[src/rtl/pipe_ctrl_unit_pkg.sv]
// Shared types for the pipeline stall/flush controller.
//   pipe_state_t     : registered freeze state exposed on pipe_ctrl_unit.state_o
//   pipe_ctrl_struct : per-stage pipeline register load enables
//   reg_hit()        : one source-operand versus destination-register compare
package pipe_ctrl_unit_pkg;

  typedef enum logic [1:0] {
    RUN      = 2'd0,
    STALL_I  = 2'd1,
    STALL_D  = 2'd2,
    STALL_ID = 2'd3
  } pipe_state_t;

  typedef struct packed {
    logic ifid_ld;
    logic idex_ld;
    logic exmem_ld;
    logic memwb_ld;
  } pipe_ctrl_struct;

  localparam pipe_ctrl_struct PIPE_ALL_LD = 4'b1111;
  localparam pipe_ctrl_struct PIPE_HOLD   = 4'b0000;
  // A load-use bubble holds IF/ID and PC and lets everything from ID/EX onward advance.
  localparam pipe_ctrl_struct PIPE_BUBBLE = 4'b0111;

  function automatic logic reg_hit(input logic use_rs, input logic [4:0] rs,
                                   input logic [4:0] rd);
    return use_rs && (rs == rd);
  endfunction

endpackage

[src/rtl/pipe_ctrl_unit_sat_counter.sv]
// Saturating up-counter used for the controller's performance statistics.
// Ports:
//   clk   : clock
//   clr_n : synchronous active-low clear (dominates inc)
//   inc   : add one this cycle unless already all-ones
//   count : current value
module sat_counter #(
  parameter int CNT_W = 32
) (
  input  logic             clk,
  input  logic             clr_n,
  input  logic             inc,
  output logic [CNT_W-1:0] count
);

  localparam logic [CNT_W-1:0] ONE = {{(CNT_W-1){1'b0}}, 1'b1};

  always_ff @(posedge clk) begin
    if (!clr_n) begin
      count <= '0;
    end else if (inc && (count != '1)) begin
      count <= count + ONE;
    end
  end

endmodule

[src/rtl/pipe_ctrl_unit.sv]
// Central stall/flush controller of a 5-stage RV32I pipeline.
// Freezes the whole pipe while an I$ or D$ request is outstanding, inserts a
// bubble on a load-use hazard, squashes IF/ID and ID/EX on an EX redirect, and
// keeps saturating statistics plus a sticky stall-timeout flag.
// Ports:
//   clk, rst                  : clock, synchronous active-low reset
//   icache_read/icache_resp   : fetch request outstanding / I$ data valid
//   mem_dcache_rd/_wr         : D$ access in MEM; dcache_resp completes it
//   ex_dcache_rd, ex_rd       : load sitting in EX and its destination
//   id_rs1/2, id_use_rs1/2    : source operands of the instruction in ID
//   ex_redirect               : branch taken / jump resolved in EX
//   pipe_ctrl, pc_ld          : stage load enables and PC load (combinational)
//   ifid_flush, idex_flush    : load a NOP into IF/ID or ID/EX (combinational)
//   state_o                   : registered freeze state (RUN/STALL_I/STALL_D/STALL_ID)
//   stall_cnt/bubble_cnt/flush_cnt : saturating event counters
//   stall_timeout             : sticky, set after TIMEOUT consecutive non-RUN cycles
module pipe_ctrl_unit
  import pipe_ctrl_unit_pkg::*;
#(
  parameter int CNT_W   = 32,
  parameter int TIMEOUT = 1024
) (
  input  logic            clk,
  input  logic            rst,
  input  logic            icache_read,
  input  logic            icache_resp,
  input  logic            mem_dcache_rd,
  input  logic            mem_dcache_wr,
  input  logic            dcache_resp,
  input  logic            ex_dcache_rd,
  input  logic [4:0]      ex_rd,
  input  logic [4:0]      id_rs1,
  input  logic [4:0]      id_rs2,
  input  logic            id_use_rs1,
  input  logic            id_use_rs2,
  input  logic            ex_redirect,
  output pipe_ctrl_struct pipe_ctrl,
  output logic            pc_ld,
  output logic            ifid_flush,
  output logic            idex_flush,
  output pipe_state_t     state_o,
  output logic [CNT_W-1:0] stall_cnt,
  output logic [CNT_W-1:0] bubble_cnt,
  output logic [CNT_W-1:0] flush_cnt,
  output logic            stall_timeout
);

  localparam int RUN_W = $clog2(TIMEOUT + 1);
  localparam logic [RUN_W-1:0] TIMEOUT_V = RUN_W'(TIMEOUT);
  localparam logic [RUN_W-1:0] RUN_ONE   = RUN_W'(1);

  // Cache handshake: a request is outstanding in every cycle its read/write
  // line is high; the resp cycle completes it and releases the freeze in that
  // same cycle. A cache that answers early keeps its data until the other
  // side finishes, so nothing is re-issued while both are pending.
  logic i_pend, d_pend, freeze, lu, redirect_go, bubble_go;

  assign i_pend = icache_read & ~icache_resp;
  assign d_pend = (mem_dcache_rd | mem_dcache_wr) & ~dcache_resp;
  assign freeze = i_pend | d_pend;

  // x0 is never a real dependency.
  assign lu = ex_dcache_rd && (ex_rd != 5'd0) &&
              (reg_hit(id_use_rs1, id_rs1, ex_rd) || reg_hit(id_use_rs2, id_rs2, ex_rd));

  // A redirect seen during a freeze is dropped: EX is held, so the same
  // redirect is presented again on the release cycle.
  assign redirect_go = ~freeze & ex_redirect;
  assign bubble_go   = ~freeze & ~ex_redirect & lu;

  always_comb begin
    pipe_ctrl  = PIPE_ALL_LD;
    pc_ld      = 1'b1;
    ifid_flush = 1'b0;
    idex_flush = 1'b0;
    if (!rst) begin
      pipe_ctrl  = PIPE_HOLD;
      pc_ld      = 1'b0;
      ifid_flush = 1'b1;
      idex_flush = 1'b1;
    end else if (freeze) begin
      pipe_ctrl = PIPE_HOLD;
      pc_ld     = 1'b0;
    end else if (ex_redirect) begin
      ifid_flush = 1'b1;
      idex_flush = 1'b1;
    end else if (lu) begin
      pipe_ctrl  = PIPE_BUBBLE;
      pc_ld      = 1'b0;
      idex_flush = 1'b1;
    end
  end

  // Freeze-state FSM: the next state is purely the current pend flags.
  pipe_state_t state_q, state_d;

  always_comb begin
    state_d = RUN;
    unique case ({d_pend, i_pend})
      2'b00:   state_d = RUN;
      2'b01:   state_d = STALL_I;
      2'b10:   state_d = STALL_D;
      default: state_d = STALL_ID;
    endcase
  end

  always_ff @(posedge clk) begin
    if (!rst) state_q <= RUN;
    else      state_q <= state_d;
  end

  assign state_o = state_q;

  // Run length of consecutive non-RUN registered states; saturates at TIMEOUT
  // so it never wraps during an arbitrarily long hang.
  logic [RUN_W-1:0] run_len;

  always_ff @(posedge clk) begin
    if (!rst) begin
      run_len       <= '0;
      stall_timeout <= 1'b0;
    end else if (state_q != RUN) begin
      if (run_len != TIMEOUT_V) run_len <= run_len + RUN_ONE;
      if (run_len == TIMEOUT_V - RUN_ONE) stall_timeout <= 1'b1;
    end else begin
      run_len <= '0;
    end
  end

  sat_counter #(.CNT_W(CNT_W)) u_stall_cnt (
    .clk(clk), .clr_n(rst), .inc(freeze), .count(stall_cnt)
  );

  sat_counter #(.CNT_W(CNT_W)) u_bubble_cnt (
    .clk(clk), .clr_n(rst), .inc(bubble_go), .count(bubble_cnt)
  );

  sat_counter #(.CNT_W(CNT_W)) u_flush_cnt (
    .clk(clk), .clr_n(rst), .inc(redirect_go), .count(flush_cnt)
  );

endmodule

[config.mk]
export PLATFORM = sky130hd
export DESIGN_NAME = pipe_ctrl_unit
export DESIGN_NICKNAME = d
export VERILOG_FILES = /design/src/rtl/pipe_ctrl_unit_pkg.sv /design/src/rtl/pipe_ctrl_unit_sat_counter.sv /design/src/rtl/pipe_ctrl_unit.sv
export SDC_FILE = /design/constraint.sdc
export NUM_CORES = 1
export LEC_CHECK = 0
export BUFFER_PORTS_ARGS = -buffer_cell sky130_fd_sc_hd__buf_2
export CORE_ASPECT_RATIO = 1.75
export CORE_UTILIZATION = 49
export CTS_CLUSTER_SIZE = 20
export DETAILED_ROUTE_END_ITERATION = 7
export GPL_TIMING_DRIVEN = 1
export PLACE_DENSITY = 0.81
export SLEW_MARGIN = 5
export SYNTH_ARGS = -nofsm -noshare
export SYNTH_HDL_FRONTEND = slang
export SYNTH_SLANG_ARGS = --single-unit
export TNS_END_PERCENT = 10
[constraint.sdc]
create_clock -name clk -period 2 [get_ports clk]
set_input_delay 0.3 -clock clk [delete_from_list [all_inputs] [get_ports clk]]
set_output_delay 0.3 -clock clk [all_outputs]
set_load 0.02 [all_outputs]
==> results of run 1 <==
[cell usage after synthesis, drive strengths merged (19+ instances only)]
cell type,instances,area [um^2]
clkbuf,19,71.3
or3,32,200
nand3,46,235
o21ai,33,165
dfxtp,110,2200
a21oi,37,185
and3,20,125
nand2,56,210
nor2,73,274
xor2,28,245
xnor2,34,298
nand4,40,263
[per-layer routing]
| metal | GRT usage (%) | up-vias |
|---|---|---|
| li1 | - | 2830 |
| met1 | 28.0 | 2756 |
| met2 | 49.2 | 173 |
| met3 | 5.30 | 37 |
| met4 | 10.7 | 0 |
| met5 | 0 | - |
[flip-flops by register name, indices dropped and copies added (netlist names)]
| name | count |
|---|---|
| u_bubble_cnt.count | 32 |
| u_flush_cnt.count | 32 |
| u_stall_cnt.count | 32 |
| run_len | 11 |
| state_o | 2 |
| stall_timeout | 1 |
[where the power goes]
group	switching (W)	internal (W)
combinational	0.000165	0.000115
clock	0.000805	0.000880
sequential	0.00000924	0.00219
total	0.000980	0.00319
[area by class of cell]
class | instances | area share (%)
Multi-Input combinational cell | 520 | 44.0
Sequential cell | 110 | 30.2
Clock buffer | 11 | 3.28
Inverter | 8 | 0.406
Timing Repair Buffer | 233 | 19.5
Clock inverter | 5 | 0.456
Tap cell | 132 | 2.23
[worst reg2reg max path, cell delays in order, from the launching register on]
cell     delay (ns)
dfxtp_1        0.37
and4_1         0.25
nand4_1        0.17
nor4_1         0.42
nand3_1        0.21
or4_1          0.42
nand2_1        0.07
[worst min-delay path by stage]
stage,start,to,slack (ns),cells after the start
after CTS,icache_read,state_o[0],0.28,3
after global routing,icache_read,state_o[0],0.32,3
after floorplan,mem_dcache_rd,state_o[1],0.48,2
after detailed placement,stall_timeout,stall_timeout,0.47,1
after global placement,u_bubble_cnt.count[21],u_bubble_cnt.count[21],0.47,2
final,icache_read,state_o[0],0.30,3
[metrics by stage]
step / util (%) / hold WS, ns / instance area [um^2] / std cells
2_1_floorplan: - / 0.478 / 5590 / 666
3_3_place_gp: 63.4 / 0.466 / 7040 / 1003
3_5_place_dp: 63.4 / 0.465 / 7040 / 1003
4_1_cts: 66.0 / 0.283 / 7330 / 1019
5_1_grt: 66.7 / 0.319 / 7400 / 1019
6_report: 66.7 / 0.296 / 7400 / 1019
[kinds of logic (layout without fill, tap and decap cells)]
logic type | Yosys count | after routing | synth area share, %
and+or+nand+nor | 348 | 348 | 33.8
DFF | 110 | 110 | 39.7
buffers and inverters | 36 | 257 | 3.23
adders and majority gates | 5 | 5 | 1.13
muxes | 15 | 15 | 2.73
xor gates and xnor gates | 62 | 62 | 9.79
AOI/OAI and AO/OA | 90 | 90 | 9.65
[what timing repair did]
item | CTS | global route
setup buffers | 0 | 0
endpoints found under the setup margin | 5 | 34
hold buffers | 0 | 0
resized for setup | 5 | 16
pin swaps | 1 | 0
gates cloned | 0 | 0
==> impl_results.md, run 1 <==
- Filler cells: about 940
- Gr usage total: 26.5%
- Pins Over Slew Limit: 0
- Die area: between 10000 and 15000 um^2
- Number of synthesized register bits: 110
- Worst setup path category: in2out
- N_diodes: 0
- Post-synth ARST share: 0%
- Avg WL per Cell: 15.1 um
- Clk sinks: 110
- R2R depth: 6
- Core area: 11100 um^2
- CTS Buf Count: 9
- R2r endpoint: u_bubble_cnt.count[26]
- Nets: between 900 and 1k
- GPL Wtd Cong: around 0.9
- Clock Skews: ~0.0079 ns
- Worst-Margin Slew: roughly 0.46 ns
- Worst reg2reg setup slack: roughly 0.020 ns
- Num ports: ~130
- Cell Rows: between 50 and 60
- Crit path to: pc_ld
- Fin. Hold Viols: 0
- Die Width: 82.4 um
- Proportion of layout cells with a drive suffix above 1: between 30% and 40%
- Failing checks: setup timing
- Cell Area, Synth: ~5500 um^2
- Synth Instances: approximately 670
- Max Clock Freq: between 400 and 500 MHz
- RSZ-0062 raised after global routing: true
- CP Max Fanout: 3
- Fin crit share: 100%
- Met3 WL: between 800 and 900 um
- Critical path endpoint category: output port
- Top layer in use: met4
- Vias: 5796
- Slew HR: ~70%
- Worst Setup SP: ex_rd[1]
- Global route overflow: 0
- Power per cell area: ~560 nW/um^2
- Vias per inst: 5.69
- EDFF count, synth: 0
- CP required: between 1.5 and 2 ns
- Largest net degree at the start of global routing: 42
- Clk_lat worst skew: approximately 0.35 ns
- Crit path arrival time: between 1.5 and 2 ns
- WL met2: 8450 um
- Outcome: complete, but fails checks
- Tightest Hold Check Type: in2reg
- Syn Area/Cell: 8.33 um^2
- Initial antenna violation count: 0
- Die Ht: ~140 um
- Most frequent CP cell: buf_4
- Cell family with most CP delay: simple AND/OR/NAND/NOR gates
- Max clock buf depth: 2
- Final WL: approximately 15000 um
- Startpoint class of the critical path: primary input
- Port Buf Inserts: 131
- Critical path's slowest cell: or4_4
- Clock-pin slew on the worst setup and hold paths: 0.07 ns
- H-tree Lvls: 3
- Most common cell after layout, fill and taps aside: buf_2
- Final setup fails: 2
- Lkg Pwr: ~3.2 nW
- VDD IR max: roughly 0.50 mV
- CP Buf/Inv Count: 3
- DR pass1 iterations: 5
- Post-route DRC: 0
- Primary FF master, synth: dfxtp_1
- M1 WL: 5730 um
- Root buf cell: clkbuf_16
- FF/Latch Area: ~2200 um^2
- Global-route wire length before repair: 24300 um
- Starting DRT DRC Count: approximately 340
- Setup TNS: -0.0139 ns
- CP max stage delay: between 0.5 and 0.6 ns
- Post-synthesis cell type count: 48
- Syn nets: 697
- Multi-input logic area: 3250 um^2
- CTS tree: built
- MaxCap Viol Count: 0
- Instance count on the critical path: 6
- Post-synthesis sequential area ratio: 39.7%
- Most frequent cells in the layout: buf_2, buf_4, dfxtp_1
- Total power: 0.00417 W
- Ys Warns: 0
- Vias in the first global route: about 5.4k
- CP cell instances: buf_2, or4_4, o211a_1, buf_4, a21boi_2, buf_4
- Worst r2r src: u_bubble_cnt.count[6]
- Area growth from synthesis to layout: 33.5%
- Initial Util: between 40% and 50%
- Dpl hpwl: ~11000 um
- PnR worst setup slack: -0.00758 ns
- Antenna Violating Nets Remaining: 0
- Place WS: -0.100 ns
- Tmin final: 2.01 ns
Power figures use the tool's default switching activity.
==> run 2: changes to the inputs <==
Settings changed: CORE_UTILIZATION 49 to 50, CTS_BUF_LIST from default to sky130_fd_sc_hd__clkbuf_2 sky130_fd_sc_hd__clkbuf_4 sky130_fd_sc_hd__clkbuf_8, PLACE_DENSITY 0.81 to 0.82.
Clock period 2 ns to 1.8 ns, I/O delays scaled along.
==> impl_results.md, run 2 (synthesis gave the netlist of run 1 again) <==
- Fin crit share: 108%
- Clk_lat worst skew: ~0.39 ns
- Power Internal: roughly 0.0033 W
- Global-route wire length before repair: ~28000 um
- FF/Latch Area: between 2000 and 2500 um^2
- Initial Util: just over 50%
- Antenna Violating Nets Remaining: 0
- DR pass1 iterations: 5
- N_diodes: 0
- Placed cell area: 7270 um^2
- Multi-input logic area: about 3500 um^2
- Clock-pin slew on the worst setup and hold paths: about 0.1 ns
- Starting DRT DRC Count: ~450
- Core area: 10800 um^2
- Post-route DRC: 0
- Setup TNS: -1.43 ns
- Power per cell area: between 500 and 600 nW/um^2
- Die area: approximately 12000 um^2
- CP Max Fanout: 6
- Critical path's slowest cell: or3_4
- Die Width: around 82 um
- Clock Skews: roughly 0.017 ns
- CTS tree: built
- Dpl hpwl: 12200 um
- Tmin final: approximately 2 ns
- # hold bufs at CTS: 0
- Proportion of layout cells with a drive suffix above 1: between 40% and 50%
- Lkg Pwr: 3.39 nW
- Num ports: around 130
- Port Buf Inserts: 131
- Cell Rows: 50
- MaxCap Viol Count: 0
- Gr usage total: about a third
- RSZ-0062 raised after global routing: true
- Final setup fails: 28
- GPL Wtd Cong: around 0.9
- Initial antenna violation count: 0
- Slew HR: 65.3%
- Outcome: complete, but fails checks
- NetSw: approximately 0.0011 W
- Root buf cell: clkbuf_8
- PnR worst setup slack: -0.147 ns
- Vias: approximately 6.2k
- CP cell instances: and4_4, nand4_1, or3_4, nor4_2, mux2i_1
- Global route overflow: 0
- Placed insts: between 1k and 1.5k
- Vias in the first global route: about 6.3k
- Sequential Power Share: around 56%
- Vias per inst: roughly 5.9
- VDD IR max: between 0.3 and 0.4 mV
- Nets: 944
- Clk sinks: 110
- Max clock buf depth: 2
- Clock share of power: between 30% and 40%
- Pins Over Slew Limit: 0
- CP max stage delay: just over 0.5 ns
- CTS Buf Count: 9
- Design area: ~7900 um^2
- Worst-Margin Slew: 0.521 ns
- Place WS: -0.312 ns
- Startpoint class of the critical path: register
- CP required: 2.10 ns
- Worst setup path category: reg2reg
- Avg WL per Cell: between 15 and 20 um
- Failing checks: setup timing
- Area growth from synthesis to layout: 41.7%
- Most frequent cells in the layout: buf_2, buf_4, dfxtp_1
- Largest net degree at the start of global routing: 48
- Comb pwr share: around 7.3%
- Crit path arrival time: between 2 and 2.5 ns
- Final std cells w/o fill: 1048
- Regs by FF count: u_bubble_cnt.count (32), u_flush_cnt.count (32), u_stall_cnt.count (32)
- Switching Share: between 20% and 30%
- Fin. Hold Viols: 0
- Final WL: roughly 17000 um
- H-tree Lvls: 3
- Max Clock Freq: about 510 MHz
- Critical path endpoint category: register
- Filler cells: around 770
- Tightest Hold Check Type: in2reg
- Die Ht: ~140 um
run 2: cell types whose count changed in the layout (fill, tap and decap cells not counted), sizes merged:
cell / delta
buf: +31
bufinv: +1
clkbuf: +2
clkinv: -1
clkinvlp: -2
run 2: what timing repair did:
item,in CTS,in global routing
setup buffers,1,2
setup endpoints to repair,63,94
cloned,1,0
gates resized for setup,35,56
pin swaps,12,35
run 2: through the flow:
stage	total power [W]	utilization (%)	hold slack, ns
after floorplan	0.00268	-	0.448
after global placement	0.00280	67.6	0.457
after detailed placement	0.00280	67.6	0.484
after CTS	0.00438	71.3	0.191
after global routing	0.00450	73.0	0.240
final	0.00438	73.0	0.218
run 2: final timing paths:
kind	start	end	slack, ns	cells after the start
max	u_bubble_cnt.count[15]	u_bubble_cnt.count[31]	-0.15	5
min	rst	u_bubble_cnt.count[24]	0.22	3
max reg2reg	u_bubble_cnt.count[15]	u_bubble_cnt.count[31]	-0.15	5
min reg2reg	stall_timeout	stall_timeout	0.49	1
run 2: final cells by class:
type	instances	area share, %
Clock buffer	13	2.12
Clock inverter	3	0.525
Inverter	8	0.382
Multi-Input combinational cell	520	44.5
Sequential cell	110	28.9
Tap cell	130	2.07
Timing Repair Buffer	264	21.5
run 2: power by group through the flow:
stage | clock network (W) | registers [W] | logic (W)
floorplan | 0 | 0.00252 | 0.000156
global placement | 0 | 0.00251 | 0.000290
detailed placement | 0 | 0.00251 | 0.000296
CTS | 0.00162 | 0.00245 | 0.000313
global route | 0.00170 | 0.00245 | 0.000344
finish | 0.00161 | 0.00245 | 0.000320
run 2: worst max-delay path: cells and delay by family, from the launching register on:
kind	cells	cell delay (ns)
DFF	1	0.34
and+or+nand+nor	4	1.27
muxes	1	0.25
run 2: metal layers:
metal,up-vias,wire (um),GRT usage [%]
li1,2897,-,-
met1,2916,6250,33.5
met2,272,9270,56.0
met3,82,1020,5.40
met4,0,729,17.9
met5,-,0,0
==> run 3: changes to the inputs <==
==> constraint.sdc (replaced) <==
create_clock -name clk -period 1.8 [get_ports clk]
set_input_delay 0.09 -clock clk [delete_from_list [all_inputs] [get_ports clk]]
set_output_delay 0.09 -clock clk [all_outputs]
set_load 0.02 [all_outputs]
==> impl_results.md, run 3 (synthesis gave the netlist of run 1 again) <==
- Final setup fails: 44
- Post-route DRC: 0
- Die Width: roughly 80 um
- Final std cells w/o fill: 1070
- Fin. Hold Viols: 0
- Global route overflow: 0
- Slew HR: ~70%
- Pins Over Slew Limit: 0
- Dpl hpwl: about 13000 um
- Proportion of layout cells with a drive suffix above 1: ~43%
- Most frequent cells in the layout: buf_4, buf_2, nor2_1
- Clock Skews: roughly 0.017 ns
- RSZ-0062 raised after global routing: true
- Global-route wire length before repair: 28100 um
- Core area: 10800 um^2
- Placed insts: approximately 1.0k
- Vias per inst: a little under 6
- CP Max Fanout: 6
- CP required: about 2.1 ns
- Tmin final: 1.94 ns
- Vias: between 6k and 7k
- Nets: a little under 1k
- Worst setup path category: reg2reg
- Place WS: -0.186 ns
- Power per cell area: 557 nW/um^2
- Initial Util: 51.5%
- Most common cell after layout, fill and taps aside: buf_4
- Failing checks: setup timing
- Setup TNS: -2.36 ns
- Area growth from synthesis to layout: 45.3%
- MaxCap Viol Count: 0
- Startpoint class of the critical path: register
- Clock-pin slew on the worst setup and hold paths: approximately 0.11 ns
- Antenna Violating Nets Remaining: 0
- H-tree Lvls: 3
- Num ports: between 100 and 150
- GPL Wtd Cong: approximately 0.93
- Regs by FF count: u_bubble_cnt.count (32), u_flush_cnt.count (32), u_stall_cnt.count (32)
- Hold WS: ~0.15 ns
- Root buf cell: clkbuf_8
- Port Buf Inserts: between 100 and 150
- Crit path arrival time: between 2 and 2.5 ns
- Max Clock Freq: between 500 and 600 MHz
- N_diodes: 0
- Starting DRT DRC Count: roughly 470
- Final WL: 18500 um
- DR pass1 iterations: 5
- Avg WL per Cell: between 15 and 20 um
- Critical path endpoint category: register
- VDD IR max: 0.425 mV
- Lkg Pwr: ~3.5 nW
- Worst-Margin Slew: between 0.4 and 0.5 ns
- Clk_lat worst skew: ~0.37 ns
- Vias in the first global route: about 6.2k
- Tightest Hold Check Type: in2reg
- Largest net degree at the start of global routing: 38
- Clk sinks: 110
- PnR worst setup slack: -0.143 ns
- Gr usage total: a little over 30%
- Outcome: complete, but fails checks
- Max clock buf depth: 2
- Cell Rows: 50
- Die area: approximately 12000 um^2
- Initial antenna violation count: 0
- Die Ht: between 100 and 150 um
- Total power: between 0.004 and 0.005 W
- Fin crit share: 108%
- CTS tree: built
- CTS Buf Count: 9
-- run 3: cell count changes in the layout (fill, tap and decap cells not counted), sizes merged --
cell	change
buf	+21
bufinv	+1
clkbuf	-1
clkinv	-1
clkinvlp	+1
inv	-1
nand3	+1
o31a	+1
-- run 3: path summary, 6_finish.rpt --
kind | startpoint | end | slack [ns] | depth (start not counted)
min | mem_dcache_rd | state_o[1] | 0.15 | 4
max reg2reg | u_bubble_cnt.count[14] | u_bubble_cnt.count[9] | -0.14 | 7
min reg2reg | stall_timeout | stall_timeout | 0.49 | 1
max | u_bubble_cnt.count[14] | u_bubble_cnt.count[9] | -0.14 | 7
-- run 3: worst max-delay path, cell delays in order, from the launching register on --
cell	delay, ns
dfxtp_2	0.34
and4_4	0.21
and3_4	0.19
nand4_1	0.20
nand3_2	0.19
buf_4	0.21
or3_1	0.36
a21oi_1	0.17
-- run 3: area by class of cell --
type / instances / area (um^2)
clock inverters: 3 / 67.6
repair buffers: 285 / 1840
multi-input cells: 522 / 3540
clock buffers: 12 / 159
flip-flops and latches: 110 / 2270
fillers: 733 / 2700
inverters: 8 / 30.0
well taps: 130 / 163
-- run 3: stage by stage --
step	cell area (um^2)	utilization (%)
after global routing	8060	74.9
after floorplan	5610	-
after detailed placement	7360	68.4
final	8060	74.9
after global placement	7360	68.4
after CTS	7770	72.2
-- run 3: what timing repair did --
| item | CTS | global route |
|---|---|---|
| pin swaps | 15 | 50 |
| endpoints found under the setup margin | 64 | 86 |
| buffers inserted | 3 | 7 |
| hold buffers | 0 | 0 |
| resized for setup | 34 | 62 |
| gates cloned | 1 | 2 |
-- run 3: routing by layer --
| layer | part of all wire [%] | track usage, % | routed length, um |
|---|---|---|---|
| met1 | 37 | 33.1 | 6820 |
| met2 | 54 | 56.5 | 10000 |
| met3 | 5.0 | 3.41 | 923 |
| met4 | 4.2 | 17.7 | 772 |
| met5 | 0 | 0 | 0 |
-- run 3: report_power, final --
group | total (W) | switching, W | leakage (nW) | internal [W]
Sequential | 0.00245 | 0.0000134 | 0.909 | 0.00244
Clock | 0.00171 | 0.000845 | 0.112 | 0.000870
Combinational | 0.000327 | 0.000199 | 2.46 | 0.000128
